===== src/rtl/wb_pipe_stage.sv =====
// MEM->WB pipeline register with valid/ready handshake and a 2-entry skid buffer.
// in_ready comes from registered state only, so WB back-pressure never reaches MEM combinationally.

module wb_lane_out #(
  parameter int DW = 32,
  parameter int AW = 5
) (
  input  logic          vld,
  input  logic          wreg,
  input  logic [AW-1:0] wd,
  input  logic [DW-1:0] wdata,
  output logic          wreg_qual,
  output logic [AW-1:0] wd_qual,
  output logic [DW-1:0] wdata_qual
);
  // r0 writes are dropped here so WB never has to special-case them
  assign wreg_qual  = vld & wreg & (wd != '0);
  assign wd_qual    = vld ? wd    : '0;
  assign wdata_qual = vld ? wdata : '0;
endmodule

module wb_pipe_stage #(
  parameter int DW      = 32,
  parameter int AW      = 5,
  parameter int NLANE   = 1,
  parameter bit HILO_EN = 1
) (
  input  logic                clk,
  input  logic                rst,
  input  logic                flush,
  input  logic                in_valid,
  output logic                in_ready,
  input  logic [NLANE*AW-1:0] in_wd,
  input  logic [NLANE-1:0]    in_wreg,
  input  logic [NLANE*DW-1:0] in_wdata,
  input  logic                in_whilo,
  input  logic [DW-1:0]       in_hi,
  input  logic [DW-1:0]       in_lo,
  output logic                out_valid,
  input  logic                out_ready,
  output logic [NLANE*AW-1:0] out_wd,
  output logic [NLANE-1:0]    out_wreg,
  output logic [NLANE*DW-1:0] out_wdata,
  output logic                out_whilo,
  output logic [DW-1:0]       out_hi,
  output logic [DW-1:0]       out_lo
);

  typedef struct packed {
    logic [NLANE-1:0][AW-1:0] wd;
    logic [NLANE-1:0]         wreg;
    logic [NLANE-1:0][DW-1:0] wdata;
    logic                     whilo;
    logic [DW-1:0]            hi;
    logic [DW-1:0]            lo;
  } entry_t;

  typedef enum logic [1:0] {EMPTY, ONE, FULL} state_t;

  state_t state, state_nxt;
  entry_t head, skid, head_nxt, skid_nxt, in_ent;
  logic   accept, pop;

  assign accept = in_valid & in_ready & ~flush;
  assign pop    = out_valid & out_ready;

  // HI/LO are zeroed at capture when disabled, so the output path needs no extra gating
  always_comb begin
    in_ent       = '0;
    in_ent.wd    = in_wd;
    in_ent.wreg  = in_wreg;
    in_ent.wdata = in_wdata;
    in_ent.whilo = HILO_EN ? in_whilo : 1'b0;
    in_ent.hi    = HILO_EN ? in_hi    : '0;
    in_ent.lo    = HILO_EN ? in_lo    : '0;
  end

  always_ff @(posedge clk) begin
    if (rst) begin
      state <= EMPTY;
      head  <= '0;
      skid  <= '0;
    end else begin
      state <= state_nxt;
      head  <= head_nxt;
      skid  <= skid_nxt;
    end
  end

  always_comb begin
    state_nxt = state;
    case (state)
      EMPTY:   if (accept) state_nxt = ONE;
      ONE:     if (accept & ~pop) state_nxt = FULL;
               else if (pop & ~accept) state_nxt = EMPTY;
      FULL:    if (pop) state_nxt = ONE;
      default: state_nxt = EMPTY;
    endcase
    if (flush) state_nxt = EMPTY;
  end

  always_comb begin
    head_nxt = head;
    skid_nxt = skid;
    if (!flush) begin
      case (state)
        EMPTY:   if (accept) head_nxt = in_ent;
        ONE:     if (accept & pop) head_nxt = in_ent;
                 else if (accept) skid_nxt = in_ent;
        FULL:    if (pop) head_nxt = skid;
        default: ;
      endcase
    end
  end

  always_comb begin
    in_ready  = ~rst & (state != FULL);
    out_valid = (state != EMPTY);
    out_whilo = out_valid & head.whilo;
    out_hi    = out_valid ? head.hi : '0;
    out_lo    = out_valid ? head.lo : '0;
  end

  for (genvar i = 0; i < NLANE; i++) begin : g_lane
    wb_lane_out #(.DW(DW), .AW(AW)) u_lane (
      .vld        (out_valid),
      .wreg       (head.wreg[i]),
      .wd         (head.wd[i]),
      .wdata      (head.wdata[i]),
      .wreg_qual  (out_wreg[i]),
      .wd_qual    (out_wd[i*AW +: AW]),
      .wdata_qual (out_wdata[i*DW +: DW])
    );
  end

endmodule

===== config.mk =====
export PLATFORM = sky130hd
export DESIGN_NAME = wb_pipe_stage
export DESIGN_NICKNAME = d
export VERILOG_FILES = /design/src/rtl/wb_pipe_stage.sv
export SDC_FILE = /design/constraint.sdc
export NUM_CORES = 1
export LEC_CHECK = 0
export BUFFER_PORTS_ARGS = -buffer_cell sky130_fd_sc_hd__buf_2
export CORE_MARGIN = 1.5
export CORE_UTILIZATION = 45
export CTS_BUF_LIST = sky130_fd_sc_hd__clkbuf_16
export DETAILED_ROUTE_END_ITERATION = 7
export PLACE_DENSITY = 0.77
export SYNTH_ARGS = -nofsm -noshare
export SYNTH_HDL_FRONTEND = slang
export SYNTH_SLANG_ARGS = --single-unit

===== constraint.sdc =====
create_clock -name clk -period 4.1 [get_ports clk]
set_input_delay 0 -clock clk [delete_from_list [all_inputs] [get_ports clk]]
set_output_delay 0 -clock clk [all_outputs]
set_load 0.01 [all_outputs]

==> out/results.txt, run 1 <==
Status: finished clean
Drt pass-1 iters: 4
Worst-margin pin slew: 0.956 ns
Non-filler cells, final: 1616
CP endpoint kind: register
Post-synthesis mux area share: 0.116
Clock Latency Late Sink: 0.50 ns
PwrDens: 356 mW/mm^2
Placed standard-cell area: 0.0100 sq mm
Clk root buf: clkbuf_16
Clock power share: 0.433
Layout area overhead: 35.9%
CP max FO: 57
Sw Share: 0.227
Initial antenna violation count: 1
Final core utilization: 0.622
Final setup violation count: 0
Setup bufs post-CTS: 0
Chip height: 143 um
Final wirelength: 23.7 mm
Multi-input gate area: 0.00435 sq mm
Synth Warn #: 0
First-pass GRT wire length: 37.4 mm
Most frequent cells in the layout: 211 x buf_2, 208 x nand2_1, 208 x dfxtp_1
Cell area after synthesis: 0.00887 sq mm
Post-Synth Simple-Gate Area: 0.214
CTS H-tree depth: 1
Crit path DAT: 3.64 ns
Synth Area in Compound Gates: 0.151
WL per Instance: 14.7 um
Hold_buf cts: 135
RSZ-0062 raised after global routing: no
Design area: 0.0121 sq mm
Hold Crit Class: input port to register
Filler instances: 1577
Syn Nets: 1156
Share of post-route cells with drive strength above 1: 0.191
Port Buf Inserts: 212
Max Slew Vio Count: 0
Vias per Instance: 5.10
Final Hold Fails: 0
Maximum VDD drop: 0.000311 V
Uppermost layer routed: met4
Clock transition at path regs: 0.06 ns
Largest family of logic cells by synthesized area: simple AND/OR/NAND/NOR gates
Switching pwr: 0.000974 W
CTS Buf Count: 22
Clock buffer depth: 3
Rel. slew slack: 0.363
CTS tree: yes
CP required: 4.48 ns
Adder-Cell Fraction of Synth Area: 0.00423
Dpl ws: 1.15 ns
Comb pwr share: 0.079
Residual DRC: 0
Register area: 0.00416 sq mm
Final TNS setup: 0 ns
# nets final: 1445
Via count: 8234
Average cell area after synthesis: 8.49 sq um
Standard-cell rows: 51
Fmax: 306 MHz
Iteration-0 DRC Markers: 519
Number of clock sinks: 208
Metal3 WL: 887 um
Routed met2 length: 11.8 mm
Clk_skew: 0.0119 ns
Setup Crit Path Kind: register to register
Startpoint Class: register
Minimum clock period: 3.26 ns
Area of the die: 0.0206 sq mm
Period utilization: 0.796
Core area: 0.0194 sq mm
Int Power: 0.00331 W
Routed Antenna Nets: 0
Library cells used by synthesis: 25
Cts repair resizes: 0
Placed Cells: 1440
Final WS setup: 0.835 ns
Initial Util: 0.457
Largest net degree at the start of global routing: 107
Synthesized instance count: 1045
Total of max-cap violations: 0
Routed length on met1: 10.2 mm
Sequential share of the synthesized area: 0.470
Vias in the first global route: 7795
XOR/XNOR Fraction of Synth Area: 0
Part of the power in registers: 0.488
GPL Wtd Cong: 0.803
IO Pins: 213
Synthesis-stage register bit count: 208
Overflow after GRT: 0
Most common cell after layout, fill and taps aside: buf_2
DP HPWL: 13.0 mm
Total GRT Usage: 0.221
Die width: 143 um
Pleak: 5.57 nW
power by group through the flow:
stage / logic, W / registers (W) / clock network, W
finish: 0.000337 / 0.00209 / 0.00186
global placement: 0.000243 / 0.00213 / 0
CTS: 0.000331 / 0.00209 / 0.00190
global route: 0.000371 / 0.00210 / 0.00198
detailed placement: 0.000249 / 0.00214 / 0
floorplan: 0.000153 / 0.00213 / 0
kinds of logic after synthesis:
kind of cell    after synthesis
compound gates              211
fa+ha+maj                     3
buf+inv                      94
flops                       208
mux                         103
simple gates                426
final cells by class:
type                       count  share of cell area
multi-input combinational    743               0.361
sequential                   208               0.345
timing repair buffer         357               0.210
clock buffer                  23              0.0477
tap                          265              0.0275
clock inverter                16             0.00789
inverter                       2            0.000623
antenna                        2            0.000415
metal layers:
| metal | global-route usage | up-vias |
|---|---|---|
| met1 | 0.265 | 3841 |
| met5 | 0 | - |
| li1 | - | 4112 |
| met2 | 0.388 | 215 |
| met3 | 0.0337 | 66 |
| met4 | 0.103 | 0 |
through the flow:
step	power, W	hold slack (ns)
6_report	0.00429	0.105
3_5_place_dp	0.00239	0.259
4_1_cts	0.00432	0.0748
2_1_floorplan	0.00228	0.0793
5_1_grt	0.00445	0.121
3_3_place_gp	0.00238	0.251
cell usage after synthesis:
library cell / number / area, sq um
nor2_1: 104 / 390
nand2b_1: 2 / 12.5
a21oi_1: 105 / 526
ha_1: 3 / 37.5
a221oi_4: 1 / 26.3
o21ai_0: 1 / 5.00
and2_1: 102 / 638
or2_2: 1 / 6.26
buf_4: 5 / 37.5
o311a_1: 1 / 10.0
or3_1: 1 / 6.26
dfxtp_1: 208 / 4160
nand4bb_1: 1 / 11.3
a211oi_1: 103 / 773
inv_1: 2 / 7.51
nand2_1: 208 / 781
and3_1: 2 / 12.5
nor3_1: 1 / 5.00
clkbuf_1: 65 / 244
nor2b_1: 1 / 6.26
buf_2: 20 / 100
buf_1: 2 / 7.51
mux2i_1: 103 / 1030
nor4bb_1: 2 / 20.0
or4b_1: 1 / 10.0
state kept, by name, indices dropped and copies added, names as in the netlist:
name,cells
head,103
skid,103
state,2
path summary, 6_finish.rpt:
| check | start | endpoint | slack (ns) | depth (start not counted) |
|---|---|---|---|---|
| min reg2reg | skid[100] | skid[100] | 0.45 | 2 |
| max reg2reg | state[0] | skid[83] | 0.84 | 8 |
| min | in_valid | state[0] | 0.11 | 4 |
| max | state[0] | skid[83] | 0.84 | 8 |
worst max-delay path, cell delays in order, from the launching register on:
cell and delay (ns):
dfxtp_1 0.56, nand2b_4 0.21, and3_1 0.21, ha_1 0.23, nand4bb_4 0.67, buf_12 0.49, nand2_1 0.11, a21oi_1 0.07
dlygate4sd3_1 0.60
Power figures use the tool's default switching activity.
==> run 2: changes to the inputs <==
clock period = 3.3 ns   (was 4.1 ns; I/O delays follow)
==> out/results.txt, run 2 (synthesis results as in run 1) <==
Status: finished clean
First-pass GRT wire length: 37.3 mm (-0.15%)
Fmax: 342 MHz (+12%)
Reg-to-Reg Start: state[0]
Area of the die: 0.0206 sq mm (unchanged)
Total GRT Usage: 0.221 (-0.000340)
Routed Antenna Nets: 0 (unchanged)
Worst hold start: in_valid
CP endpoint kind: register
Hold Crit Class: input port to register
Placed standard-cell area: 0.0100 sq mm (+0.12%)
Standard-cell rows: 51 (unchanged)
Number of clock sinks: 208 (unchanged)
Max Slew Vio Count: 0 (unchanged)
Initial Util: 0.457 (unchanged)
# nets final: 1440 (-0.35%)
Clk root buf: clkbuf_16
Worst reg2reg endpoint: skid[83]
PwrDens: 442 mW/mm^2 (+24%)
Clock Latency Late Sink: 0.49 ns (about the same)
Setup Crit Path Kind: register to register
Iteration-0 DRC Markers: 367 (-29%)
IO Pins: 213 (unchanged)
Chip height: 143 um (unchanged)
CTS Buf Count: 23 (+4.5%)
Startpoint Class: register
Initial antenna violation count: 1 (unchanged)
Final WS setup: 0.372 ns (-0.463 ns)
WL per Instance: 14.6 um (about the same)
Drt pass-1 iters: 5 (+1)
Largest regs: head x103, skid x103, state x2
Non-filler cells, final: 1607 (-0.56%)
Final setup violation count: 0 (unchanged)
R2R setup slack: 0.37 ns (-0.46 ns)
Clock transition at path regs: 0.06 ns (about the same)
Clock buffer depth: 3 (unchanged)
Via count: 8154 (-0.97%)
Total of max-cap violations: 0 (unchanged)
WHS Endpoint: state[0]
Part of the power in registers: 0.491 (+0.003)
Slowest cell delay on critical path: 0.59 ns (-0.08 ns)
Crit path DAT: 3.35 ns (-0.29 ns)
Overflow after GRT: 0 (unchanged)
Sw Share: 0.224 (-0.00264)
Final Hold Fails: 0 (unchanged)
DP HPWL: 12.7 mm (-2.0%)
Most frequent cells in the layout: 211 x buf_2, 208 x nand2_1, 208 x dfxtp_1
RSZ-0062 raised after global routing: no
Worst Hold Depth: 4 (unchanged)
Share of post-route cells with drive strength above 1: 0.188 (-0.00333)
Period utilization: 0.887 (+0.0909)
Setup bufs post-CTS: 0 (unchanged)
Pwr Total: 0.00530 W (+24%)
Clk_skew: 0.00684 ns (-0.00506 ns)
Pleak: 5.54 nW (-0.54%)
Maximum VDD drop: 0.000361 V (+16%)
Minimum clock period: 2.93 ns (-0.337 ns)
Final wirelength: 23.5 mm (-0.63%)
CP max FO: 75 (+32%)
Vias per Instance: 5.07 (-0.42%)
Placed Cells: 1440 (unchanged)
Dpl ws: 0.777 ns (-0.370 ns)
Most common cell after layout, fill and taps aside: buf_2
Switching pwr: 0.00119 W (+22%)
CP required: 3.73 ns (-0.75 ns)
Int Power: 0.00411 W (+24%)
Design area: 0.0120 sq mm (-0.54%)
Clock power share: 0.430 (-0.003)
Comb pwr share: 0.079 (about the same)
Rel. slew slack: 0.378 (+0.0152)
Die width: 143 um (unchanged)
GPL Wtd Cong: 0.735 (-8.4%)
Layout area overhead: 35.2%
CTS tree: yes
CTS H-tree depth: 1 (unchanged)
Worst path cell trace: nand2b_4 -> and3_1 -> ha_1 -> nor4bb_4 -> buf_12 -> nand2_1 -> a21oi_1 -> dlygate4sd3_1
Core area: 0.0194 sq mm (unchanged)
CP max stage cell: dlygate4sd3_1
Final TNS setup: 0 ns (unchanged)
Vias in the first global route: 7913 (+1.5%)
Residual DRC: 0 (unchanged)
Largest net degree at the start of global routing: 129 (+21%)
Port Buf Inserts: 212 (unchanged)
Cts repair resizes: 0 (unchanged)
Worst-margin pin slew: 0.933 ns (-0.0228 ns)
Worst Reg2Reg Path Length in Cells: 8 (unchanged)
run 2: cell count changes in the layout (fill, tap and decap cells not counted), sizes merged:
cell	before	now
inv	4	11
dlygate4sd3	135	129
clkinv	13	4
diode	2	1
run 2: critical path, delay by kind of cell, from the launching register on:
kind                     cells  cell delay (ns)
AO/OA/AOI/OAI                1             0.16
flip-flops                   1             0.53
AND/OR/NAND/NOR              4             0.94
adder cells (fa/ha/maj)      1             0.24
buffers and inverters        2             0.93
run 2: final cells by class:
class / count / area, sq um
antenna: 1 / 2.50
clock buffer: 23 / 576
clock inverter: 14 / 80.1
fill: 1622 / 7410
inverter: 2 / 7.51
multi-input combinational: 743 / 4350
sequential: 208 / 4160
tap: 265 / 332
timing repair buffer: 351 / 2480
run 2: what timing repair did:
item / 4_1_cts / 5_1_grt
setup endpoints to repair: 0 / 0
hold buffers: 129 / 0
hold endpoints to repair: 208 / 0
run 2: routing by layer:
metal / global-route usage / vias up / share of wire
li1: - / 4097 / -
met1: 0.263 / 3727 / 0.41
met5: 0 / - / 0
met4: 0.0983 / 0 / 0.041
met3: 0.0367 / 72 / 0.051
met2: 0.389 / 258 / 0.50
run 2: power by group through the flow:
stage	clock network (W)	registers [W]	logic, W
after floorplan	0	0.00265	0.000191
after global placement	0	0.00265	0.000304
after detailed placement	0	0.00266	0.000311
after CTS	0.00233	0.00260	0.000411
after global routing	0.00245	0.00261	0.000460
final	0.00228	0.00260	0.000419
run 2: worst max path at each step:
stage	slack (ns)	from	to
2_1_floorplan	0.30	state[0]	skid[100]
3_3_place_gp	0.93	state[0]	head[59]
3_5_place_dp	0.78	state[0]	head[50]
4_1_cts	0.45	state[0]	skid[81]
5_1_grt	0.16	state[0]	skid[83]
6_report	0.37	state[0]	skid[83]
run 2: metrics by stage:
| stage | utilization | hold WS, ns |
|---|---|---|
| 2_1_floorplan | - | 0.0793 |
| 3_3_place_gp | 0.518 | 0.252 |
| 3_5_place_dp | 0.518 | 0.259 |
| 4_1_cts | 0.618 | 0.0847 |
| 5_1_grt | 0.618 | 0.100 |
| 6_report | 0.618 | 0.0909 |
==> run 3: changes to the inputs <==
--- a/config.mk
+++ b/config.mk
@@ -11,4 +11,5 @@
 export CTS_BUF_LIST = sky130_fd_sc_hd__clkbuf_16
+export CTS_CLUSTER_DIAMETER = 80
 export DETAILED_ROUTE_END_ITERATION = 7
-export PLACE_DENSITY = 0.77
+export PLACE_DENSITY = 0.8
 export SYNTH_ARGS = -nofsm -noshare
--- a/constraint.sdc
+++ b/constraint.sdc
@@ -3,2 +3,2 @@
 set_output_delay 0 -clock clk [all_outputs]
-set_load 0.01 [all_outputs]
+set_load 0.1 [all_outputs]
==> out/results.txt, run 3 (synthesis results as in run 1) <==
Rel. slew slack: 0.379 (+0.00102)
Pleak: 5.60 nW (+1.1%)
Minimum clock period: 3.00 ns (+0.0707 ns)
Final TNS setup: 0 ns (unchanged)
Die width: 143 um (unchanged)
Total GRT Usage: 0.227 (+0.00685)
Largest regs: head x103, skid x103, state x2
Hold Crit Class: input port to register
Via count: 8287 (+1.6%)
Crit path DAT: 3.44 ns (+0.09 ns)
Clock buffer depth: 3 (unchanged)
Period utilization: 0.909 (+0.0214)
Clock Latency Late Sink: 0.50 ns (about the same)
Placed standard-cell area: 0.0100 sq mm (-0.17%)
Area of the die: 0.0206 sq mm (unchanged)
CP required: 3.74 ns (about the same)
CTS tree: yes
RSZ-0062 raised after global routing: no
Drt pass-1 iters: 4 (-1)
Iteration-0 DRC Markers: 419 (+14%)
Start point of the critical path: state[0]
Layout area overhead: 36.9%
Final setup violation count: 0 (unchanged)
Most common cell after layout, fill and taps aside: buf_2
IO Pins: 213 (unchanged)
Setup Crit Path Kind: register to register
Standard-cell rows: 51 (unchanged)
Status: finished clean
Worst hold start: in_valid
Final wirelength: 24.1 mm (+2.2%)
Total of max-cap violations: 0 (unchanged)
Residual DRC: 0 (unchanged)
PwrDens: 451 mW/mm^2 (+2.1%)
Startpoint Class: register
WL per Instance: 14.8 um (+1.3%)
Slowest cell delay on critical path: 0.58 ns (about the same)
Clk_skew: 0.00928 ns (+0.00244 ns)
Number of clock sinks: 208 (unchanged)
Port Buf Inserts: 212 (unchanged)
Initial antenna violation count: 1 (unchanged)
Initial Util: 0.457 (unchanged)
GPL Wtd Cong: 0.821 (+12%)
Final Hold Fails: 0 (unchanged)
Routed Antenna Nets: 0 (unchanged)
Vias per Instance: 5.11 (+0.69%)
Reg-to-Reg Start: state[0]
DP HPWL: 13.0 mm (+1.9%)
Chip height: 143 um (unchanged)
# nets final: 1451 (+0.76%)
Maximum VDD drop: 0.000295 V (-18%)
Design area: 0.0121 sq mm (+1.3%)
Most frequent cells in the layout: 211 x buf_2, 208 x nand2_1, 208 x dfxtp_1
Clock transition at path regs: 0.06 ns (about the same)
Worst path cell trace: nand2b_4 -> and3_1 -> ha_1 -> nor4bb_4 -> buf_8 -> nand2_1 -> a21oi_1 -> dlygate4sd3_1
Largest net degree at the start of global routing: 109 (-16%)
CTS Buf Count: 22 (-4.3%)
Core area: 0.0194 sq mm (unchanged)
Clk root buf: clkbuf_16
Max Slew Vio Count: 0 (unchanged)
CP endpoint kind: register
Fmax: 334 MHz (-2.4%)
CTS H-tree depth: 1 (unchanged)
Vias in the first global route: 8008 (+1.2%)
CP max stage cell: dlygate4sd3_1
Overflow after GRT: 0 (unchanged)
CP max FO: 54 (-28%)
Worst-margin pin slew: 0.932 ns (-0.00152 ns)
First-pass GRT wire length: 38.3 mm (+2.7%)
Share of post-route cells with drive strength above 1: 0.192 (+0.00382)
==> run 3: what timing repair did <==
action,CTS,global route
setup buffers,0,2
setup endpoints to repair,0,31
endpoints found under the hold margin,208,0
hold buffers,138,0
resized for setup,0,4
==> run 3: path summary, 6_finish.rpt <==
| check | slack [ns] | cells after the start | to |
|---|---|---|---|
| max | 0.30 | 8 | skid[86] |
| min | 0.09 | 4 | state[0] |
| max reg2reg | 0.30 | 8 | skid[86] |
| min reg2reg | 0.45 | 2 | skid[7] |
==> run 3: layout make-up <==
| class | instances | area [sq um] |
|---|---|---|
| fillers | 1578 | 7260 |
| multi-input cells | 743 | 4350 |
| flip-flops and latches | 208 | 4160 |
| repair buffers | 363 | 2580 |
| clock buffers | 23 | 576 |
| well taps | 265 | 332 |
| clock inverters | 17 | 131 |
| inverters | 2 | 7.51 |
| diodes | 1 | 2.50 |
==> run 3: power by group <==
group	switching [W]	leakage, nW	internal, W
clock	0.00100	0.347	0.00142
sequential	0.0000282	1.68	0.00257
combinational	0.000241	3.57	0.000214
==> run 3: layer usage <==
| layer | vias up | share of wire | global-route usage |
|---|---|---|---|
| met3 | 78 | 0.041 | 0.0340 |
| met5 | - | 0 | 0 |
| met4 | 0 | 0.045 | 0.108 |
| li1 | 4124 | - | - |
| met1 | 3845 | 0.41 | 0.267 |
| met2 | 240 | 0.51 | 0.405 |
==> run 3: stage by stage <==
step	hold slack, ns	worst slack, ns	utilization	std cells	power [W]
final	0.0863	0.302	0.626	1622	0.00547
after global routing	0.0931	0.182	0.626	1622	0.00567
after CTS	0.0732	0.0336	0.624	1619	0.00551
after detailed placement	0.258	0.586	0.517	1441	0.00300
after global placement	0.251	0.691	0.517	1441	0.00299
after floorplan	0.0793	0.186	-	1045	0.00287
==> run 3: worst max-delay path, delay by kind of cell (launching register included) <==
kind	cells	cell delay [ns]
simple gates	4	0.98
fa+ha+maj	1	0.23
flops	1	0.53
buf+inv	2	0.94
compound gates	1	0.22
